$ cat src/rtl/rv32_control_fsm.sv
// Multi-cycle fetch/decode/execute/mem/writeback sequencer for the RV32I core.
// Optional performance counters are enabled with the RV32_PERF_CNT_EN macro.
module rv32_control_fsm #(
    parameter int unsigned DATA_WIDTH = 32,
    parameter int unsigned CNT_WIDTH  = 64
) (
    input  logic                  clk,
    input  logic                  rst,
    output logic                  o_imem_req,
    input  logic                  i_imem_ack,
    input  logic [DATA_WIDTH-1:0] i_imem_rdata,
    output logic [DATA_WIDTH-1:0] o_ir,
    input  logic                  i_branch_taken,
    output logic                  o_pc_en,
    output logic                  o_pc_load,
    output logic                  o_rf_we,
    output logic                  o_dmem_req,
    output logic                  o_dmem_we,
    input  logic                  i_dmem_ack,
    output logic                  o_halt,
    output logic                  o_trap,
    output logic [2:0]            o_state,
    output logic [CNT_WIDTH-1:0]  o_cycle_cnt,
    output logic [CNT_WIDTH-1:0]  o_instret
);

    localparam logic [2:0] StReset   = 3'd0;
    localparam logic [2:0] StFetch   = 3'd1;
    localparam logic [2:0] StDecode  = 3'd2;
    localparam logic [2:0] StExecute = 3'd3;
    localparam logic [2:0] StMem     = 3'd4;
    localparam logic [2:0] StWb      = 3'd5;
    localparam logic [2:0] StHalt    = 3'd6;

    localparam logic [6:0] OpLoad   = 7'h03;
    localparam logic [6:0] OpStore  = 7'h23;
    localparam logic [6:0] OpBranch = 7'h63;
    localparam logic [6:0] OpJal    = 7'h6F;
    localparam logic [6:0] OpJalr   = 7'h67;
    localparam logic [6:0] OpOp     = 7'h33;
    localparam logic [6:0] OpOpImm  = 7'h13;
    localparam logic [6:0] OpLui    = 7'h37;
    localparam logic [6:0] OpAuipc  = 7'h17;
    localparam logic [6:0] OpFence  = 7'h0F;
    localparam logic [6:0] OpSystem = 7'h73;

    logic [2:0]            r_state;
    logic [2:0]            w_state_next;
    logic [DATA_WIDTH-1:0] r_ir;
    logic                  r_halt;
    logic                  r_trap;
    logic                  w_set_halt;
    logic                  w_set_trap;
    logic [6:0]            w_opcode;
    logic                  w_legal;
    logic                  w_is_mem;
    logic                  w_is_store;
    logic                  w_is_jump;

    assign w_opcode   = r_ir[6:0];
    assign w_is_store = (w_opcode == OpStore);
    assign w_is_mem   = (w_opcode == OpLoad) || w_is_store;
    assign w_is_jump  = (w_opcode == OpJal) || (w_opcode == OpJalr);

    always_comb begin
        w_legal = 1'b0;
        case (w_opcode)
            OpLoad, OpStore, OpBranch, OpJal, OpJalr, OpOp, OpOpImm,
            OpLui, OpAuipc, OpFence, OpSystem: w_legal = 1'b1;
            default: w_legal = 1'b0;
        endcase
    end

    always_comb begin
        w_state_next = r_state;
        w_set_halt   = 1'b0;
        w_set_trap   = 1'b0;
        case (r_state)
            StReset: w_state_next = StFetch;
            StFetch: if (i_imem_ack) w_state_next = StDecode;
            StDecode: begin
                if (!w_legal || w_opcode == OpSystem) begin
                    w_state_next = StHalt;
                    w_set_halt   = 1'b1;
                    w_set_trap   = !w_legal;
                end else begin
                    w_state_next = StExecute;
                end
            end
            StExecute: begin
                if (w_is_mem) begin
                    w_state_next = StMem;
                end else if (w_opcode == OpBranch || w_opcode == OpFence) begin
                    w_state_next = StFetch;
                end else begin
                    w_state_next = StWb;
                end
            end
            StMem: if (i_dmem_ack) w_state_next = w_is_store ? StFetch : StWb;
            StWb: w_state_next = StFetch;
            StHalt: w_state_next = StHalt;
            default: w_state_next = StReset;
        endcase
    end

    // Exactly one PC pulse per retired instruction; the two are mutually exclusive.
    always_comb begin
        o_imem_req = (r_state == StFetch);
        o_dmem_req = (r_state == StMem);
        o_dmem_we  = (r_state == StMem) && w_is_store;
        o_rf_we    = (r_state == StWb) && (r_ir[11:7] != 5'd0);
        o_pc_en    = 1'b0;
        o_pc_load  = 1'b0;
        case (r_state)
            StExecute: begin
                if (w_opcode == OpBranch) begin
                    o_pc_load = i_branch_taken;
                    o_pc_en   = !i_branch_taken;
                end else if (w_opcode == OpFence) begin
                    o_pc_en = 1'b1;
                end
            end
            StMem: o_pc_en = w_is_store && i_dmem_ack;
            StWb: begin
                o_pc_load = w_is_jump;
                o_pc_en   = !w_is_jump;
            end
            default: ;
        endcase
    end

    always_ff @(posedge clk or posedge rst) begin
        if (rst) begin
            r_state <= StReset;
            r_ir    <= '0;
            r_halt  <= 1'b0;
            r_trap  <= 1'b0;
        end else begin
            r_state <= w_state_next;
            if (r_state == StFetch && i_imem_ack) r_ir <= i_imem_rdata;
            if (w_set_halt) r_halt <= 1'b1;
            if (w_set_trap) r_trap <= 1'b1;
        end
    end

    assign o_ir    = r_ir;
    assign o_halt  = r_halt;
    assign o_trap  = r_trap;
    assign o_state = r_state;

`ifdef RV32_PERF_CNT_EN
    logic [CNT_WIDTH-1:0] r_cycle_cnt;
    logic [CNT_WIDTH-1:0] r_instret;

    always_ff @(posedge clk or posedge rst) begin
        if (rst) begin
            r_cycle_cnt <= '0;
            r_instret   <= '0;
        end else begin
            if (r_state != StReset && r_state != StHalt) begin
                r_cycle_cnt <= r_cycle_cnt + CNT_WIDTH'(1);
            end
            if (o_pc_en || o_pc_load) r_instret <= r_instret + CNT_WIDTH'(1);
        end
    end

    assign o_cycle_cnt = r_cycle_cnt;
    assign o_instret   = r_instret;
`else
    assign o_cycle_cnt = '0;
    assign o_instret   = '0;
`endif

endmodule
$ cat config.mk
export PLATFORM = sky130hd
export DESIGN_NAME = rv32_control_fsm
export DESIGN_NICKNAME = d
export VERILOG_FILES = /design/src/rtl/rv32_control_fsm.sv
export SDC_FILE = /design/constraint.sdc
export NUM_CORES = 1
export LEC_CHECK = 0
export BUFFER_PORTS_ARGS = -buffer_cell sky130_fd_sc_hd__buf_2
export CAP_MARGIN = 0
export CORE_MARGIN = 2
export CORE_UTILIZATION = 35
export CTS_CLUSTER_DIAMETER = 40
export DETAILED_ROUTE_END_ITERATION = 12
export PLACE_DENSITY_LB_ADDON = 0.12
export SYNTH_ARGS = -nofsm -noshare
export SYNTH_HDL_FRONTEND = slang
export SYNTH_SLANG_ARGS = --single-unit
$ cat constraint.sdc
create_clock -name clk -period 2 [get_ports clk]
set_clock_uncertainty 0.2 [all_clocks]
set_input_delay 0.1 -clock clk [delete_from_list [all_inputs] [get_ports clk]]
set_output_delay 0.1 -clock clk [all_outputs]
set_load 0.005 [all_outputs]
# After elaboration in Yosys (flattened, before gate mapping)
# Index checks and enable logic that the tools add are counted.
[totals]
ff_bits = 37
latchBits = 0
mem_bits_rw = 0
mem_bits_ro = 0
out_inout_bits = 171
wordCells = 56
memories = 0
[classes]
add_sub_neg = 0
mul = 0
div = 0
order_cmp = 0
eq_ne = 19
shifts = 0
n_mux = 17
bitwise_logic = 0
n_reduce_logical = 16
[ops]
columns = ["operator", "count"]
rows = [
  ["7-bit equality test (second input constant)", 4],
  ["7-bit by 6-bit equality test with 1-bit output (second input constant)", 3],
  ["3-bit two-way mux", 6],
  ["3-bit case mux with 6 select lines", 1],
  ["7-bit by 5-bit equality test with 1-bit output (second input constant)", 2],
  ["11-bit OR reduction", 1],
  ["3-bit equality test (second input constant)", 3],
  ["1-bit two-way mux", 8],
  ["7-bit by 2-bit equality test with 1-bit output (second input constant)", 1],
  ["7-bit by 4-bit equality test with 1-bit output (second input constant)", 1],
  ["3-bit by 2-bit equality test with 1-bit output (second input constant)", 2],
  ["5-bit nonzero test", 1],
  ["1-bit logical AND", 4],
  ["1-bit logical OR", 4],
  ["2-bit by 1-bit != test with 1-bit output (second input constant)", 2],
  ["3-bit by 1-bit equality test with 1-bit output (second input constant)", 1],
  ["1-bit zero test", 3],
  ["3-bit zero test", 1],
  ["1-bit case mux with 3 select lines", 1],
  ["1-bit case mux with 2 select lines", 1],
  ["2-bit AND reduction", 1],
  ["2-bit OR reduction", 1],
]

# Logic depth before layout (Yosys ltp)
# Gate-level depths: netlist of run 1.
[logic_depth]
ltp_word = 7
mapped_depth = 7
ltp_nobuf = 4

# Worst setup path after synthesis of run 1
# No wires, ideal clock.
[synth_timing]
path_kind = "flip-flop to flip-flop"
start = "reg r_state[1] (netlist: o_state[1])"
end = "reg r_ir[11] (netlist: o_ir[11])"
t_arrival_ns = 1.484
required_time_ns = 1.673
slack_ns = 0.188
path_stages_with_launch = 7
path_buffers = 3
synth_period_minus_slack_ns = 1.812
cell_sequence = "dfrtp_1 buf_2 nor3b_2 and2_1 buf_4 buf_6 mux2_1"
[synth_between]
elab_chain_cells = 2
[synth_lines]
columns = ["item", "line_no", "source"]
rows = [
  ["from (decl)", "47", "logic [2:0] r_state;"],
  ["from (signal assigned)", "134", "r_state <= StReset;"],
  ["from (signal assigned)", "139", "r_state <= w_state_next;"],
  ["3-bit by 1-bit equality test with 1-bit output", "--", ""],
  ["net o_imem_req", "9", "output logic o_imem_req,"],
  ["1-bit logical AND", "140", "if (r_state == StFetch && i_imem_ack) r_ir <= i_imem_rdata;"],
  ["to (signal assigned)", "140", ""],
  ["to (decl)", "49", "logic [DATA_WIDTH-1:0] r_ir;"],
]
# The timed path passes the listed nets, and every way through them passes these cells.
# A chain may end at the register's enable or synchronous reset.

# Final worst setup path of run 1
[layout_timing]
start = "reg r_ir[2] (netlist: o_ir[2])"
end = "out o_pc_load"
[layout_between]
elab_chain_cells = 3
elab_cells_between_ends = 6
cone_classes = "eq/ne: 3; mux: 2; reduce/logical: 1"
[layout_lines]
columns = ["item", "line_no", "source"]
rows = [
  ["7-bit equality test, on equally long branches", "116, 63", ""],
  ["1-bit two-way mux or 1-bit logical OR (tied branches)", "116, 63", ""],
  ["1-bit case mux with 2 select lines (*)", "114", "case (r_state)"],
  ["to (decl)", "15", "output logic o_pc_load,"],
]
# Mark *: on every way between the ends. The rest lies on a longest branch, timed or not.

==> flow_metrics.py, run 1 <==
metrics = {
    "worst_setup_path": {
        "cp_cell_sequence": "or4_4, o32a_1, nor2_1, buf_2",
        "crit_buf_inv": 1,
        "cp_slowest_stage_delay_ns": 0.55,
        "end_kind": "output pin",
        "r2r_slack_ns": 0.22,
        "cp.required_ns": 1.70,
        "crit_type": "flip-flop to output pin",
        "cp_num_cells": 4,
        "slowest_stage": "or4_4",
        "critPathArrivalTime_ns": 1.72,
        "cp-start-kind": "flip-flop",
        "path_delay_family": "simple AND/OR/NAND/NOR gates",
        "rr_worst_depth": 5,
        "crit_fanout": 3,
    },
    "flow_run": {
        "drv_cap": 0,
    },
    "place": {
        "portBuffers": 79,
        "place.gp.congestion": 0.743,
        "place_hpwl_mm": 3.82,
        "dp.cells": 442,
        "place_ws_ns": 0.172,
        "dpl-instance-area_um2": 2750,
    },
    "timing": {
        "max_freq_ghz": 0.494,
        "fin_crit_sh_pct": 101,
        "setup_violations": 1,
        "hold_viol": 0,
        "fin_crit_ns": 2.02,
        "rsz0062_at_grt": "true",
        "tns_ns": -0.0236,
        "fin_hold_ws_ns": 0.0538,
        "setup_slack_ns": -0.0236,
        "slew_violations": 0,
    },
    "synth": {
        "ys_seq_area_share_pct": 34.4,
        "synth_common_cells": "130 x buf_4, 37 x dfrtp_1, 26 x mux2_1",
        "synth_edf_count": 0,
        "synth.distinct_cells": 41,
        "synth_ff_type": "dfrtp_1",
        "synth_top_area_share_pct": 36.2,
        "synth_compound_gate_area_share_pct": 5.20,
        "async_reset_ff_share_pct": 100,
        "yosys.area.top_type": "buf_4",
        "synth-simple-area-share_pct": 8.59,
        "synth_top_family_by_area": "buffers and inverters",
        "synth_cells": 264,
        "syn_area_per_cell_um2": 10.2,
        "synthMostInstantiatedCell": "buf_4",
        "ys_ff_latch": 37,
        "muxShareOfSynthArea_pct": 13.0,
        "synth_fa_ha_area_share_pct": 0,
        "synth_area_leaders": "buf_4 36%, dfrtp_1 34%, mux2_1 11%",
        "synth-xor-area-share_pct": 0,
        "synthesis.area_um2": 2700,
        "yosysWarnings": 0,
    },
    "power_and_ir_drop": {
        "p_switching_mw": 1.36,
        "clockPowerShare_pct": 13.4,
        "power_frac_seq_pct": 36.9,
        "p_comb_share_pct": 49.7,
        "vdd_drop_max_mv": 0.577,
        "sw_frac_of_total_pct": 36.3,
        "powerDensity_nw_per_um2": 1160,
        "p_int_mw": 2.39,
        "leakage_nw": 1.70,
    },
    "hold_path": {
        "min_path_cells": 3,
        "hold_path_class": "input port to flip-flop",
    },
    "cts": {
        "cts_max_level": 2,
        "tritoncts_num_sinks": 37,
        "clockBufferDepth": 2,
        "clkTransAtPathRegs_ns": 0.07,
        "clk_latency_ns": 0.28,
        "cts_buffers": 5,
        "root_buffer": "clkbuf_8",
        "cts_tree": "yes",
    },
    "status": {
        "outcome": "complete, but fails checks",
        "failed_checks": "setup timing",
    },
    "drt": {
        "detail_route.wl_per_cell_um": 10.8,
        "drc_errors": 0,
        "drt_first_iter_violations": 91,
        "ant_nets": 0,
        "dr.pass1.iters": 4,
        "vias": 1899,
        "wl_mm": 5.30,
        "avgViaCountPerCell": 3.88,
    },
    "die": {
        "start_util_pct": 36.6,
        "ios": 208,
        "row_count": 31,
        "core_um2": 7370,
        "die_width_um": 91.8,
        "die_area_um2": 8420,
        "die_h_um": 91.8,
    },
    "grt": {
        "grt_pass1_wl_mm": 8.11,
        "grtUsageTotal_pct": 11.9,
        "grt_pass1_vias": 1760,
        "antenna_found_initial": 0,
        "grt_max_degree": 38,
        "overflow": 0,
    },
    "layout": {
        "final_cells": 490,
        "final_nets": 428,
        "num_antenna_cells": 0,
        "layout-drive-gt1-share_pct": 29.7,
        "fin_area_um2": 3230,
        "area_growth_pct": 20.0,
        "fillers": 730,
    },
}
flip-flops by register name, indices dropped and copies added (netlist names):
| signal | count |
|---|---|
| o_halt | 1 |
| o_ir | 32 |
| o_state | 3 |
| o_trap | 1 |
repair_timing:
action,in CTS,in global routing
hold buffers,33,0
resized for setup,3,1
pin swaps,1,0
endpoints found under the hold margin,69,0
buffers inserted,8,0
endpoints found under the setup margin,2,3
per-stage QoR:
| stage | total power, mW | util [%] |
|---|---|---|
| final | 3.74 | 43.9 |
| after global routing | 4.06 | 43.9 |
| after CTS | 3.79 | 43.8 |
| after detailed placement | 3.08 | 37.3 |
| after global placement | 3.08 | 37.3 |
| after floorplan | 2.55 | - |
logic make-up (layout without fill, tap and decap cells):
logic type	Yosys count	in the layout
buffers and inverters	141	141
other	1	128
DFF	37	37
muxes	31	31
and+or+nand+nor	35	35
AOI/OAI and AO/OA	19	19
cells in the final DEF, fill, tap and decap left out, types with 2 or more instances in the layout:
master / netlist / final
a21o_1: 2 / 2
buf_2: 4 / 79
buf_4: 130 / 17
clkbuf_8: 0 / 5
conb_1: 1 / 128
dfrtp_1: 37 / 35
dfrtp_2: 0 / 2
dlygate4sd3_1: 0 / 33
inv_1: 4 / 4
mux2_1: 26 / 26
mux2_2: 5 / 5
nand2_1: 3 / 3
nand2b_1: 4 / 4
nand3_1: 5 / 4
nand4bb_1: 2 / 2
nor2_1: 6 / 6
nor2b_1: 2 / 2
o21a_1: 2 / 2
o21ai_1: 2 / 2
o22ai_1: 2 / 2
o32a_1: 2 / 2
worst register-to-register path, cell delays in order (launching register included):
cell and delay (ns):
dfrtp_2 0.42, buf_4 0.15, buf_4 0.14, o41a_1 0.40
o31a_1 0.14, a211o_1 0.23
per-layer routing:
layer	track usage [%]	vias up	part of all wire (%)
met1	13.4	893	38
met5	0	-	0
met4	3.61	0	1.6
met3	3.20	10	8.9
li1	-	870	-
met2	21.7	126	52
power by group through the flow:
stage / combinational, mW / clock [mW] / sequential, mW
final: 1.86 / 0.500 / 1.38
after CTS: 1.88 / 0.523 / 1.38
after detailed placement: 1.66 / 0 / 1.42
after floorplan: 1.15 / 0 / 1.40
after global routing: 2.06 / 0.553 / 1.45
after global placement: 1.66 / 0 / 1.42
worst paths after layout:
check | startpoint | to
worst max register to register | o_ir[3]$_DFFE_PP0P_ | o_state[2]$_DFFE_PP0P_
worst min-delay path | i_dmem_ack | o_state[2]$_DFFE_PP0P_
worst max-delay path | o_ir[2]$_DFFE_PP0P_ | o_pc_load
worst min register to register | o_halt$_DFFE_PP0P_ | o_halt$_DFFE_PP0P_
min in group asynchronous | rst | o_ir[12]$_DFFE_PP0P_
max in group asynchronous | rst | o_ir[6]$_DFFE_PP0P_
final cells by class:
cell class                      count  area [um^2]  area share [%]
Clock inverter                      1         8.76           0.271
Multi-Input combinational cell    213         1210            37.5
Tap cell                           99          124            3.83
Sequential cell                    37          928            28.7
Timing Repair Buffer              130          873            27.0
Clock buffer                        6         72.6            2.24
Inverter                            4         15.0           0.464
No activity file was read; power rests on OpenSTA's default activity.
==> run 2: changes to the inputs <==
--- a/config.mk
+++ b/config.mk
@@ -5,6 +5,7 @@
 export SDC_FILE = /design/constraint.sdc
 export NUM_CORES = 1
 export LEC_CHECK = 0
+export ABC_AREA = 1
 export BUFFER_PORTS_ARGS = -buffer_cell sky130_fd_sc_hd__buf_2
 export CAP_MARGIN = 0
 export CORE_MARGIN = 2
==> run 2 against run 1 <==
Largest power group unchanged. Critical path type unchanged. The run now ends clean. Cell count increased by 5.1%. Clock power rose by 12%. Critical path depth rose by 1. Flip-flop and latch count unchanged. Final area is 0.12% lower. Highest routed layer unchanged.
==> flow_metrics.py, run 2 <==
metrics = {
    "power_and_ir_drop": {
        "p_switching_mw": 1.33,
        "leakage_nw": 1.83,
        "powerDensity_nw_per_um2": 1100,
        "vdd_drop_max_mv": 0.645,
        "p_comb_share_pct": 45.1,
        "p_int_mw": 2.24,
        "sw_frac_of_total_pct": 37.2,
        "power_frac_seq_pct": 39.3,
        "clockPowerShare_pct": 15.7,
        "finalPower_mw": 3.57,
    },
    "worst_setup_path": {
        "slowest_stage": "dfrtp_2",
        "end_kind": "output pin",
        "crit_fanout": 7,
        "crit_type": "flip-flop to output pin",
        "cp.required_ns": 1.70,
        "cp_slowest_stage_delay_ns": 0.43,
        "crit_buf_inv": 1,
        "cp_cell_sequence": "nand2_1, nor2_1, nand4_1, o31ai_2, buf_2",
        "cp-start-kind": "flip-flop",
        "critPathArrivalTime_ns": 1.57,
        "path_delay_family": "simple AND/OR/NAND/NOR gates",
    },
    "synth": {
        "ys_seq_area_share_pct": 34.6,
        "synth_edf_count": 0,
        "yosys.area.top_type": "buf_4",
        "muxShareOfSynthArea_pct": 12.1,
        "yosysWarnings": 0,
        "synth_ff_type": "dfrtp_1",
        "synth.distinct_cells": 24,
        "synth_common_cells": "128 x buf_4, 37 x dfrtp_1, 27 x nand2_1",
        "synthMostInstantiatedCell": "buf_4",
        "async_reset_ff_share_pct": 100,
        "synth-simple-area-share_pct": 10.6,
        "synth_compound_gate_area_share_pct": 2.80,
        "synth_area_leaders": "buf_4 36%, dfrtp_1 35%, mux2_2 7.6%",
        "synth_top_family_by_area": "buffers and inverters",
        "synth_top_area_share_pct": 35.9,
        "synth-xor-area-share_pct": 0,
        "synth_fa_ha_area_share_pct": 0,
        "synth_cells": 293,
        "ys_ff_latch": 37,
        "syn_area_per_cell_um2": 9.14,
        "synthesis.area_um2": 2680,
    },
    "layout": {
        "multi_input_area_um2": 1200,
        "ff_latch_area_um2": 931,
        "layout-drive-gt1-share_pct": 33.4,
        "num_antenna_cells": 0,
        "area_growth_pct": 20.6,
        "final_nets": 452,
        "final_common_cell": "conb_1",
        "fillers": 755,
        "largest_register_ffs": 32,
        "layout_common_cells": "128 x conb_1, 79 x buf_2, 35 x dlygate4sd3_1, 33 x dfrtp_1, 26 x nand2_1",
    },
    "grt": {
        "grt_pass1_wl_mm": 8.16,
        "antenna_found_initial": 0,
        "overflow": 0,
        "grtUsageTotal_pct": 12.4,
        "grt_max_degree": 38,
        "grt_pass1_vias": 1696,
    },
    "timing": {
        "max_freq_ghz": 0.534,
        "rsz0062_at_grt": "true",
        "fin_crit_sh_pct": 93.7,
        "hold_viol": 0,
        "slew_violations": 0,
        "fin_crit_ns": 1.87,
        "setup_violations": 0,
        "tns_ns": 0,
        "fin_hold_ws_ns": 0.257,
    },
    "die": {
        "die_area_um2": 8370,
        "die_h_um": 91.5,
        "core_um2": 7330,
        "die_width_um": 91.5,
        "ios": 208,
        "row_count": 31,
        "start_util_pct": 36.5,
    },
    "place": {
        "portBuffers": 79,
        "place_hpwl_mm": 3.94,
        "place.gp.congestion": 0.837,
    },
    "drt": {
        "detail_route.wl_per_cell_um": 10.5,
        "drc_errors": 0,
        "vias": 1918,
        "wl_mm": 5.41,
        "dr.pass1.iters": 5,
        "ant_nets": 0,
        "drt_first_iter_violations": 57,
        "avgViaCountPerCell": 3.72,
    },
    "cts": {
        "clockBufferDepth": 2,
        "tritoncts_num_sinks": 37,
        "clk_latency_ns": 0.29,
        "cts_tree": "yes",
        "clkTransAtPathRegs_ns": 0.08,
        "cts_buffers": 5,
        "root_buffer": "clkbuf_8",
        "cts_max_level": 2,
    },
    "status": {
        "outcome": "finished, final reports clean",
    },
    "flow_run": {
        "drv_cap": 0,
    },
    "hold_path": {
        "hold_path_class": "input port to async pin",
    },
}
## run 2: area by class of cell
class / count / share of cell area, %
clock buffers: 6 / 2.56
clock inverters: 2 / 0.426
inverters: 20 / 2.32
multi-input cells: 231 / 37.2
flip-flops and latches: 37 / 28.8
well taps: 99 / 3.84
repair buffers: 120 / 24.9
## run 2: worst reg2reg max path, delay by kind of cell (launching register included)
kind                   cells  cell delay, ns
and+or+nand+nor            6            0.70
DFF                        1            0.45
buffers and inverters      2            0.18
## run 2: path summary, 6_finish.rpt
path                                        startpoint                endpoint  slack (ns)  cells after the start
worst max-delay path               o_ir[6]$_DFFE_PP0P_               o_pc_load        0.13                      5
worst min-delay path                               rst    o_ir[12]$_DFFE_PP0P_        0.26                      4
worst max register to register  o_state[2]$_DFFE_PP0P_  o_state[2]$_DFFE_PP0P_        0.36                      8
worst min register to register      o_halt$_DFFE_PP0P_      o_halt$_DFFE_PP0P_        0.26                      2
max in group asynchronous                          rst  o_state[0]$_DFFE_PP0P_        0.97                      4
min in group clk                    o_halt$_DFFE_PP0P_      o_halt$_DFFE_PP0P_        0.26                      2
## run 2: per-layer routing
metal  global-route usage [%]  vias up  part of all wire (%)
met2                     22.1      117                    52
met4                     2.65        0                  0.76
met5                        0        -                     0
met3                     5.23        6                    10
li1                         -      905                     -
met1                     13.6      890                    37
## run 2: cells by family (layout without fill, tap and decap cells)
| logic type | Yosys count | in the layout |
|---|---|---|
| buffers and inverters | 152 | 148 |
| AND/OR/NAND/NOR | 64 | 64 |
| flip-flops | 37 | 37 |
| multiplexers | 26 | 26 |
| AO/OA/AOI/OAI | 13 | 13 |
| other | 1 | 128 |
## run 2: metrics by stage
step                std cells  area, um^2  util [%]  setup WS, ns
floorplan                 420        3160         -         0.352
global placement          471        2730      37.3         0.260
detailed placement        471        2730      37.3         0.289
CTS                       514        3190      43.5        0.0155
global route              515        3230      44.1       0.00919
finish                    515        3230      44.1         0.127
## run 2: what timing repair did
action                                  CTS  global route
pin swaps                                 0             3
endpoints found under the setup margin    2             4
hold buffers                             35             0
setup buffers                             0             1
gates cloned                              0             0
resized for setup                         2            13
endpoints found under the hold margin    72             0
## run 2: power groups by stage
stage	logic, mW	registers (mW)	clock network, mW
6_report	1.61	1.40	0.559
5_1_grt	1.80	1.46	0.627
4_1_cts	1.59	1.38	0.588
3_5_place_dp	1.53	1.38	0
3_3_place_gp	1.52	1.38	0
2_1_floorplan	1.05	1.40	0
==> run 3: changes to the inputs <==
--- a/config.mk
+++ b/config.mk
@@ -9,7 +9,7 @@
 export BUFFER_PORTS_ARGS = -buffer_cell sky130_fd_sc_hd__buf_2
 export CAP_MARGIN = 0
 export CORE_MARGIN = 2
-export CORE_UTILIZATION = 35
+export CORE_UTILIZATION = 36
 export CTS_CLUSTER_DIAMETER = 40
 export DETAILED_ROUTE_END_ITERATION = 12
 export PLACE_DENSITY_LB_ADDON = 0.12
==> constraint.sdc (replaced) <==
create_clock -name clk -period 1.52 [get_ports clk]
set_clock_uncertainty 0.2 [all_clocks]
set_input_delay 0.076 -clock clk [delete_from_list [all_inputs] [get_ports clk]]
set_output_delay 0.076 -clock clk [all_outputs]
set_load 0.005 [all_outputs]
==> run 3 against run 2 <==
The run now ends with setup timing left. Global-route usage up 1.9 points. Cell count grew 6.6%. Final area rose by 15%. Largest cell class unchanged. Hold slack got worse by 0.13 ns. Sequential power rose by 29%. Flip-flop and latch count is the same. Combinational power rose by 87%. Worst setup slack got worse by 0.48 ns. Critical path depth did not move. Clock-buffer cell count decreased by 1. Power grew 60%.
==> flow_metrics.py, run 3 (same netlist as run 2, synthesis figures left out) <==
metrics = {
    "status": {
        "outcome": "complete, but fails checks",
        "failed_checks": "setup timing",
    },
    "die": {
        "row_count": 31,
        "die_h_um": 90.3,
        "die_area_um2": 8150,
        "start_util_pct": 37.1,
        "die_width_um": 90.3,
        "core_um2": 7210,
        "ios": 208,
    },
    "cts": {
        "tritoncts_num_sinks": 37,
        "cts_tree": "yes",
        "clk_latency_ns": 0.29,
        "cts_max_level": 2,
        "clkTransAtPathRegs_ns": 0.08,
        "root_buffer": "clkbuf_8",
        "cts_buffers": 5,
        "clockBufferDepth": 2,
    },
    "layout": {
        "fin_area_um2": 3700,
        "layout-drive-gt1-share_pct": 42.4,
        "area_growth_pct": 38.2,
        "final_nets": 486,
        "final_common_cell": "conb_1",
        "num_antenna_cells": 0,
        "final_cells": 549,
        "layout_common_cells": "128 x conb_1, 78 x buf_2, 35 x dlygate4sd3_1, 32 x dfrtp_1, 28 x buf_4",
        "largest_register_ffs": 32,
    },
    "power_and_ir_drop": {
        "p_int_mw": 3.66,
        "powerDensity_nw_per_um2": 1540,
        "p_switching_mw": 2.05,
        "power_frac_seq_pct": 31.7,
        "finalPower_mw": 5.71,
        "p_comb_share_pct": 52.7,
        "leakage_nw": 2.07,
        "sw_frac_of_total_pct": 36.0,
        "vdd_drop_max_mv": 0.805,
        "clockPowerShare_pct": 15.6,
    },
    "worst_setup_path": {
        "cp_num_cells": 5,
        "cp.required_ns": 1.24,
        "cp_slowest_stage_delay_ns": 0.39,
        "slowest_stage": "dfrtp_1",
        "path_delay_family": "flip-flops",
        "end_kind": "output pin",
        "cp-start-kind": "flip-flop",
        "crit_type": "flip-flop to output pin",
        "cp_cell_sequence": "nor2_2, buf_4, nand4_1, o31ai_2, buf_2",
        "crit_buf_inv": 2,
        "rr_worst_depth": 6,
        "crit_fanout": 3,
        "critPathArrivalTime_ns": 1.59,
    },
    "timing": {
        "setup_slack_ns": -0.349,
        "fin_crit_sh_pct": 123,
        "tns_ns": -3.90,
        "fin_crit_ns": 1.87,
        "max_freq_ghz": 0.535,
        "hold_viol": 0,
        "rsz0062_at_grt": "true",
        "slew_violations": 0,
        "setup_violations": 34,
    },
    "drt": {
        "wl_met1_mm": 2.28,
        "wl_mm": 5.99,
        "dr.pass1.iters": 4,
        "avgViaCountPerCell": 3.72,
        "wl_met2_mm": 3.18,
        "dr_wl_met3_um": 487,
        "detail_route.wl_per_cell_um": 10.9,
        "ant_nets": 0,
        "drt_first_iter_violations": 32,
        "routed.top_layer": "met4",
        "vias": 2043,
        "drc_errors": 0,
    },
    "place": {
        "portBuffers": 79,
        "dpl-instance-area_um2": 2880,
        "place.gp.congestion": 0.898,
        "place_ws_ns": -0.106,
        "dp.cells": 490,
        "place_hpwl_mm": 4.13,
    },
    "grt": {
        "overflow": 0,
        "grt_max_degree": 23,
        "antenna_found_initial": 0,
        "grt_pass1_vias": 1966,
        "grtUsageTotal_pct": 14.3,
        "grt_pass1_wl_mm": 9.40,
    },
    "hold_path": {
        "hold_path_class": "input port to flip-flop",
        "min_path_cells": 4,
    },
    "flow_run": {
        "drv_cap": 0,
    },
}
==> run 3: changes by cell type in the layout (fill, tap and decap cells not counted), sizes merged <==
cell,change
inv,+1
buf,+34
clkinv,-1
clkbuf,-1
bufinv,+1
==> run 3: per-layer routing <==
layer	GRT usage, %	up-vias
met3	4.09	4
met4	3.33	0
met2	26.5	117
met1	16.2	946
li1	-	976
met5	0	-
==> run 3: final timing paths <==
check / start / to / slack (ns)
worst max-delay path: o_ir[2]$_DFFE_PP0P_ / o_pc_load / -0.35
max in group asynchronous: rst / o_ir[10]$_DFFE_PP0P_ / 0.70
worst min-delay path: i_imem_ack / o_ir[17]$_DFFE_PP0P_ / 0.13
worst min register to register: o_halt$_DFFE_PP0P_ / o_halt$_DFFE_PP0P_ / 0.26
worst max register to register: o_state[0]$_DFFE_PP0P_ / o_ir[11]$_DFFE_PP0P_ / -0.15
min in group asynchronous: rst / o_ir[7]$_DFFE_PP0P_ / 0.16
==> run 3: what timing repair did <==
| item | CTS | global route |
|---|---|---|
| resized for setup | 34 | 31 |
| hold endpoints to repair | 71 | 0 |
| setup buffers | 6 | 14 |
| endpoints found under the setup margin | 29 | 42 |
| gates cloned | 3 | 0 |
| pin swaps | 7 | 10 |
| hold buffers | 35 | 0 |
==> run 3: final cells by class <==
| cell class | instances | area [um^2] |
|---|---|---|
| fill | 679 | 3510 |
| multi-input combinational | 231 | 1310 |
| timing repair buffer | 154 | 1150 |
| sequential | 37 | 932 |
| tap | 99 | 124 |
| inverter | 20 | 75.1 |
| clock buffer | 5 | 68.8 |
| clock inverter | 3 | 43.8 |
==> run 3: metrics by stage <==
step | hold WS [ns] | util (%)
finish | 0.129 | 51.3
global route | 0.123 | 51.3
CTS | 0.161 | 49.6
floorplan | 0.0245 | -
detailed placement | -0.0690 | 39.9
global placement | -0.0752 | 39.9
==> run 3: power by group through the flow <==
stage,Clock (mW),Combinational (mW),Sequential (mW)
CTS,0.924,2.82,1.81
finish,0.891,3.01,1.81
detailed placement,0,2.36,1.77
floorplan,0,1.38,1.84
global placement,0,2.36,1.76
global route,0.963,3.31,1.89
==> run 3: tightest hold or removal path, cell delays in order <==
cell and delay [ns]:
buf_2 0.12, nand2_4 0.10, buf_8 0.14, mux2_2 0.15
